<file path="src/rtl/bsg_link_echo_responder.sv">
// rtl/bsg_link_echo_responder.sv - 2-entry echo buffer between link downstream and upstream cores
// Define BSG_LINK_ECHO_RESPONDER_CHECK_EN to build the incrementing-sequence checker; otherwise error_o is 0.
module bsg_link_echo_responder #(
   parameter int width_p = 32
) (
   input  logic               clk_i,
   input  logic               reset_i,
   input  logic               en_i,
   input  logic               v_i,
   input  logic [width_p-1:0] data_i,
   output logic               yumi_o,
   output logic               v_o,
   output logic [width_p-1:0] data_o,
   input  logic               ready_and_i,
   output logic               error_o,
   output logic [31:0]        received_o,
   output logic [31:0]        sent_o
);

   typedef enum logic [1:0] {EMPTY, ONE, TWO} fifo_state_e;

   fifo_state_e        state_r, state_n;
   logic [width_p-1:0] head_r, tail_r;
   logic               enq, deq;
   logic               head_from_in, head_from_tail, tail_from_in;

   always_ff @(posedge clk_i or posedge reset_i) begin
      if (reset_i) state_r <= EMPTY;
      else         state_r <= state_n;
   end

   // Acceptance depends only on registered occupancy, never on ready_and_i.
   // It is also held off during reset so no packet is dequeued and then lost.
   always_comb begin
      state_n        = state_r;
      v_o            = 1'b0;
      yumi_o         = 1'b0;
      enq            = 1'b0;
      deq            = 1'b0;
      head_from_in   = 1'b0;
      head_from_tail = 1'b0;
      tail_from_in   = 1'b0;

      v_o    = (state_r != EMPTY);
      yumi_o = v_i & en_i & ~reset_i & (state_r != TWO);
      enq    = yumi_o;
      deq    = v_o & ready_and_i;

      case (state_r)
         EMPTY: begin
            if (enq) begin
               state_n      = ONE;
               head_from_in = 1'b1;
            end
         end
         ONE: begin
            case ({enq, deq})
               2'b11: head_from_in = 1'b1;
               2'b10: begin
                  state_n      = TWO;
                  tail_from_in = 1'b1;
               end
               2'b01: state_n = EMPTY;
               default: ;
            endcase
         end
         TWO: begin
            if (deq) begin
               state_n        = ONE;
               head_from_tail = 1'b1;
            end
         end
         default: state_n = EMPTY;
      endcase
   end

   always_ff @(posedge clk_i or posedge reset_i) begin
      if (reset_i) begin
         head_r <= '0;
         tail_r <= '0;
      end else begin
         if (head_from_in)        head_r <= data_i;
         else if (head_from_tail) head_r <= tail_r;
         if (tail_from_in)        tail_r <= data_i;
      end
   end

   assign data_o = head_r;

   always_ff @(posedge clk_i or posedge reset_i) begin
      if (reset_i) begin
         received_o <= 32'd0;
         sent_o     <= 32'd0;
      end else begin
         if (enq) received_o <= received_o + 32'd1;
         if (deq) sent_o     <= sent_o + 32'd1;
      end
   end

`ifdef BSG_LINK_ECHO_RESPONDER_CHECK_EN
   typedef enum logic [1:0] {ALIGN, TRACK, FAIL} chk_state_e;

   chk_state_e         chk_r, chk_n;
   logic [width_p-1:0] expected_r, expected_n;

   always_ff @(posedge clk_i or posedge reset_i) begin
      if (reset_i) begin
         chk_r      <= ALIGN;
         expected_r <= '0;
      end else begin
         chk_r      <= chk_n;
         expected_r <= expected_n;
      end
   end

   // The first accepted value seeds the sequence; FAIL is held until reset.
   always_comb begin
      chk_n      = chk_r;
      expected_n = expected_r;
      case (chk_r)
         ALIGN: begin
            if (enq) begin
               chk_n      = TRACK;
               expected_n = data_i + width_p'(1);
            end
         end
         TRACK: begin
            if (enq) begin
               if (data_i == expected_r) expected_n = data_i + width_p'(1);
               else                      chk_n      = FAIL;
            end
         end
         default: ;
      endcase
   end

   assign error_o = (chk_r == FAIL);
`else
   assign error_o = 1'b0;
`endif

endmodule

</file>
<file path="config.mk">
export PLATFORM = sky130hd
export DESIGN_NAME = bsg_link_echo_responder
export DESIGN_NICKNAME = d
export VERILOG_FILES = /design/src/rtl/bsg_link_echo_responder.sv
export SDC_FILE = /design/constraint.sdc
export NUM_CORES = 1
export LEC_CHECK = 0
export ABC_CLOCK_PERIOD_IN_PS = 4520
export CORE_ASPECT_RATIO = 1.75
export CORE_MARGIN = 2
export CORE_UTILIZATION = 50
export CTS_CLUSTER_SIZE = 24
export DETAILED_ROUTE_END_ITERATION = 12
export GPL_ROUTABILITY_DRIVEN = 0
export PLACE_DENSITY = 0.85
export SETUP_SLACK_MARGIN = 0.4
export SYNTH_ARGS = -nofsm -noshare
export SYNTH_HDL_FRONTEND = slang
export SYNTH_SLANG_ARGS = --single-unit
</file>
<file path="constraint.sdc">
create_clock -name clk_i -period 4.52 [get_ports clk_i]
set_input_delay 0.678 -clock clk_i [delete_from_list [all_inputs] [get_ports clk_i]]
set_output_delay 0.678 -clock clk_i [all_outputs]
set_load 0.01 [all_outputs]
</file>
==> results of run 1 <==
worst max-delay path by stage:
stage                     startpoint   endpoint  slack [ns]  cells past startpoint
after global routing         reset_i     yumi_o        1.32                      4
after CTS                    reset_i     yumi_o        1.41                      4
after floorplan              reset_i  data_o[0]        2.23                      1
after global placement       reset_i     yumi_o        1.49                      4
after detailed placement     reset_i     yumi_o        1.42                      4
final                        reset_i     yumi_o        1.42                      4
cell usage after synthesis (all sizes together) (4+ instances only):
library cell	number	area share, %
xor2	19	2.9
nor4	11	2.0
dfrtp	130	57
nand4	20	2.2
xnor2	43	6.6
nand3	18	1.7
inv	4	0.26
and4	9	1.4
nand2	89	5.9
mux2	34	6.7
nor3	7	0.62
buf	9	1.1
nor2	8	0.53
and3	11	1.2
a22oi	32	4.2
clkbuf	14	0.93
and2	6	0.66
power breakdown:
| part | switching [mW] | internal (mW) | leakage [nW] |
|---|---|---|---|
| logic | 0.240 | 0.328 | 1.45 |
| registers | 0.137 | 1.35 | 1.71 |
| clock network | 0.539 | 0.947 | 0.312 |
| total | 0.916 | 2.62 | 3.48 |
cells by family after synthesis:
| family | after synthesis | synth area share, % |
|---|---|---|
| and+or+nand+nor | 195 | 18.70 |
| DFF | 130 | 57.33 |
| xor gates and xnor gates | 62 | 9.570 |
| AOI/OAI and AO/OA | 38 | 4.873 |
| muxes | 34 | 6.748 |
| buffers and inverters | 27 | 2.271 |
| adders and majority gates | 2 | 0.4409 |
| other | 1 | 0.06609 |
layout by cell type (no fill, tap or decap), drive strengths merged, types with 7 or more instances in the layout:
cell             n
a22oi           32
clkdlybuf4s50  134
nor4            11
and3            11
clkbuf          18
nor3             7
xnor2           43
mux2            34
dfrtp          130
nand4           20
nand2           89
and4             9
nand3           18
inv              7
xor2            19
nor2             8
metal layers:
| metal | track usage, % | routed length (um) | up-vias |
|---|---|---|---|
| li1 | - | - | 1987 |
| met1 | 26.43 | 5093 | 2182 |
| met2 | 39.45 | 7401 | 142 |
| met3 | 6.086 | 702 | 33 |
| met4 | 10.87 | 411 | 0 |
| met5 | 0 | 0 | - |
state kept, by name, indices dropped and copies added (netlist names):
name,count
tail_r,32
data_o,32
received_o,32
sent_o,32
state_r,2
per-stage QoR:
stage                     hold WS, ns  setup WS [ns]  total power, mW  instance area [um^2]  util [%]
after global routing           0.4942          1.318            3.689                  7784     70.10
after detailed placement       0.4606          1.425            2.072                  7142     64.32
after global placement         0.4594          1.488            2.034                  7142     64.32
after CTS                      0.4724          1.409            3.571                  7784     70.10
final                          0.4680          1.423            3.539                  7784     70.10
after floorplan                0.4564          2.233            1.737                  5678         -
final cells by class:
type                    instances  area [um^2]
clock buffers                  18        439.2
clock inverters                14        202.7
fillers                       795         3319
inverters                       4        18.77
multi-input cells             332         2306
flip-flops and latches        130         3253
well taps                     132        165.2
repair buffers                140         1399
worst max-delay path, stage by stage:
cell and delay, ns:
clkdlybuf4s50_1 0.48, nand3b_1 0.34, nor2_1 0.33, clkdlybuf4s50_1 0.60
==> results.ini, run 1 <==
[timing]
final.setup.tns_ns = 0
max_freq_ghz = 0.3229
slew_violations = 0
tightest_slew_ns = 1.250
finalSetupViolCount = 0
skew_ns = 0.009592
period_share_pct = 68.52
rsz0062_at_grt = no
layout_min_cycle_time_ns = 3.097
maxSlewHeadroom_pct = 15.88
hold_violations = 0

[clock_tree]
numClockSinks = 130
cts_made_buffers = 17
path_clk_slew_ns = 0.06
postCtsSetupRepairBufs = 0
clock_latency_ns = 0.41
cts_tree = built
cts-root-buf = clkbuf_16
h-tree-depth = 4
ctsHoldBuffers = 0
clk_path_buf_depth = 2
cts.repair.resized = 0

[drt]
drt-initial-drc-count = 248
drc = 0
vias_per_cell = 5.642
drtPass1Iterations = 4
antenna_left = 0
via_count = 4344
wl_mm = 13.61
wire_per_inst_um = 17.67

[worst_setup_path]
rr_endpoint = received_o[19]
cp-end-kind = primary output
critPathArrivalTime_ns = 2.42
worst-setup-path-type = in2out
cp_data_required_time_ns = 3.84
cp_max_fo = 6
r2r_slack_ns = 2.11
r2r_start = state_r[1]
cp-start-kind = primary input
reg2reg_depth = 4

[floorplan]
start_util_pct = 51.10
ioPinCount = 136
dieArea_um2 = 12250
fp.dieW_um = 84.53
chipHeight_um = 144.9
core_um2 = 11100
num_rows = 51

[final_layout]
layout.cells.non_filler = 770
antenna_cells = 0
drive_gt1_share_pct = 14.11
area_delta_synth_final_pct = 37.18
nNetsFinal = 664

[min_path]
holdCritPathClass = reg2reg
hold_depth = 1
worstHoldStart = received_o[31]
min_to = received_o[31]

[synthesis]
syn_area_um2 = 5674
synth_flop_cell = dfrtp_1
synth.avg_cell_area_um2 = 11.60
synth_nets = 528
syn_inst = 489
synth_edf_count = 0
synth_cell_types = 39
async_flop_share_pct = 100.0
ys_seq_elements = 130
yosysWarnings = 0
synth_seq_area_share_pct = 57.33

[pwr]
power_density_nw_per_um2 = 454.7
vdd_drop_max_v = 0.0003592
p_leak_nw = 3.476

[placement]
dpl.hpwl_mm = 9.045
post-place-cells = 738
portBuffers = 134

[grt]
grt_pass1_wl_mm = 22.80
grt_overflow = 0
antenna_found_initial = 0
grt_pass1_vias = 4637
grt_start_max_net_pins = 131
grtUsageTotal_pct = 23.05

[job]
maxCapViolCount = 0

[run_status]
status = finished clean

(Power assumes the default switching activity.)
==> run 2, diff against run 1 <==
ABC_CLOCK_PERIOD_IN_PS = 2890   (was 4520)
clock period = 2.89 ns   (was 4.52 ns; I/O delays follow)
==> results.ini, run 2 (synthesis results as in run 1) <==
[drt]
wl_mm = 13.43  ; -1.3%
vias_per_cell = 5.607  ; -0.61%
drtPass1Iterations = 4  ; unchanged
antenna_left = 0  ; unchanged
drt-initial-drc-count = 226  ; -8.9%
wire_per_inst_um = 17.31  ; -2.1%
drc = 0  ; unchanged
via_count = 4351  ; +0.16%

[timing]
rsz0062_at_grt = no
hold_violations = 0  ; unchanged
setup_ws_ns = 0.5356  ; -0.8874 ns
skew_ns = 0.01138  ; +0.001784 ns
hold-worst-slack_ns = 0.4717  ; +0.003717 ns
slew_violations = 0  ; unchanged
max_freq_ghz = 0.4247
tightest_slew_ns = 0.6671  ; -0.5831 ns
finalSetupViolCount = 0  ; unchanged
final.setup.tns_ns = 0  ; unchanged
layout_min_cycle_time_ns = 2.354
period_share_pct = 81.47
maxSlewHeadroom_pct = 55.53  ; +40 points

[run_status]
status = finished clean

[clock_tree]
ctsHoldBuffers = 0  ; unchanged
cts_made_buffers = 17  ; unchanged
h-tree-depth = 4  ; unchanged
clock_latency_ns = 0.41  ; about the same
cts_tree = built
clk_path_buf_depth = 2  ; unchanged
cts-root-buf = clkbuf_16
numClockSinks = 130  ; unchanged
path_clk_slew_ns = 0.06  ; about the same

[placement]
dpl.hpwl_mm = 9.055  ; +0.12%
pre_cts_slack_ns = 0.3031  ; -1.122 ns
portBuffers = 134  ; unchanged

[final_layout]
area_delta_synth_final_pct = 37.27  ; about the same
drive_gt1_share_pct = 15.06  ; +0.96 points
final_common_cell = clkdlybuf4s50_1
final_cell_mix = 134 x clkdlybuf4s50_1, 130 x dfrtp_1, 89 x nand2_1
antenna_cells = 0  ; unchanged
nNetsFinal = 670  ; +0.90%

[min_path]
holdCritPathClass = reg2reg
hold_depth = 1  ; unchanged

[grt]
grt_overflow = 0  ; unchanged
antenna_found_initial = 0  ; unchanged
grtUsageTotal_pct = 23.18  ; +0.14 points
grt_pass1_vias = 4723  ; +1.9%
grt_pass1_wl_mm = 22.95  ; +0.67%
grt_start_max_net_pins = 131  ; unchanged

[floorplan]
num_rows = 51  ; unchanged
core_um2 = 11100  ; unchanged
start_util_pct = 51.10  ; unchanged
dieArea_um2 = 12250  ; unchanged
ioPinCount = 136  ; unchanged
chipHeight_um = 144.9  ; unchanged
fp.dieW_um = 84.53  ; unchanged

[worst_setup_path]
worst-setup-path-type = in2out
cp_data_required_time_ns = 2.46  ; -1.38 ns
critPathArrivalTime_ns = 1.92  ; -0.50 ns
cp-start-kind = primary input
reg2reg_depth = 5  ; +1
cp-end-kind = primary output
cp_max_fo = 4  ; -2

[pwr]
power_density_nw_per_um2 = 688.4  ; +51%
p_leak_nw = 3.483  ; +0.19%
vdd_drop_max_v = 0.0005574  ; +55%
power_mw = 5.362  ; +51%

[job]
maxCapViolCount = 0  ; unchanged

[run 2: cell count changes in the layout (fill, tap and decap cells not counted), sizes merged]
| cell | before | now |
|---|---|---|
| clkinvlp | 2 | 3 |
| inv | 7 | 9 |
| bufinv | 4 | 2 |
| clkbuf | 18 | 17 |
| buf | 6 | 12 |
[run 2: timing repair]
item	4_1_cts	5_1_grt
resized for setup	1	0
setup endpoints to repair	1	0
setup buffers	1	0
endpoints found under the hold margin	0	0
[run 2: routing by layer]
metal / GRT usage (%) / vias to the layer above / part of all wire, %
li1: - / 1997 / -
met3: 6.371 / 21 / 4.4
met1: 26.26 / 2222 / 39
met2: 40.94 / 111 / 55
met5: 0 / - / 0
met4: 8.730 / 0 / 1.8
[run 2: final cells by class]
type,instances,area [um^2]
inverters,4,18.77
fillers,776,3314
repair buffers,146,1444
clock buffers,17,425.4
clock inverters,15,173.9
multi-input cells,332,2308
flip-flops and latches,130,3253
well taps,132,165.2
[run 2: critical path: stages]
cell and delay [ns]:
clkdlybuf4s50_1 0.48, nand3b_1 0.23, nor2_2 0.21, clkdlybuf4s50_1 0.57
[run 2: final timing paths]
| path | start | end | slack [ns] |
|---|---|---|---|
| worst max-delay path | reset_i | yumi_o | 0.54 |
| worst min-delay path | sent_o[31] | sent_o[31] | 0.47 |
| worst max register to register | state_r[1] | received_o[27] | 0.75 |
| worst min register to register | sent_o[31] | sent_o[31] | 0.47 |
| max in group asynchronous | reset_i | sent_o[17] | 1.76 |
| min in group asynchronous | reset_i | received_o[15] | 0.65 |
[run 2: power breakdown]
part	total, mW	leakage [nW]	internal, mW	switching [mW]
clock	2.16	0.287	1.30	0.865
sequential	2.32	1.71	2.11	0.210
combinational	0.884	1.49	0.515	0.369
[run 2: through the flow]
stage	cell area [um^2]	cells	utilization (%)
after floorplan	5678	489	-
after global placement	7179	743	64.66
after detailed placement	7179	743	64.66
after CTS	7789	776	70.15
after global routing	7789	776	70.15
final	7789	776	70.15
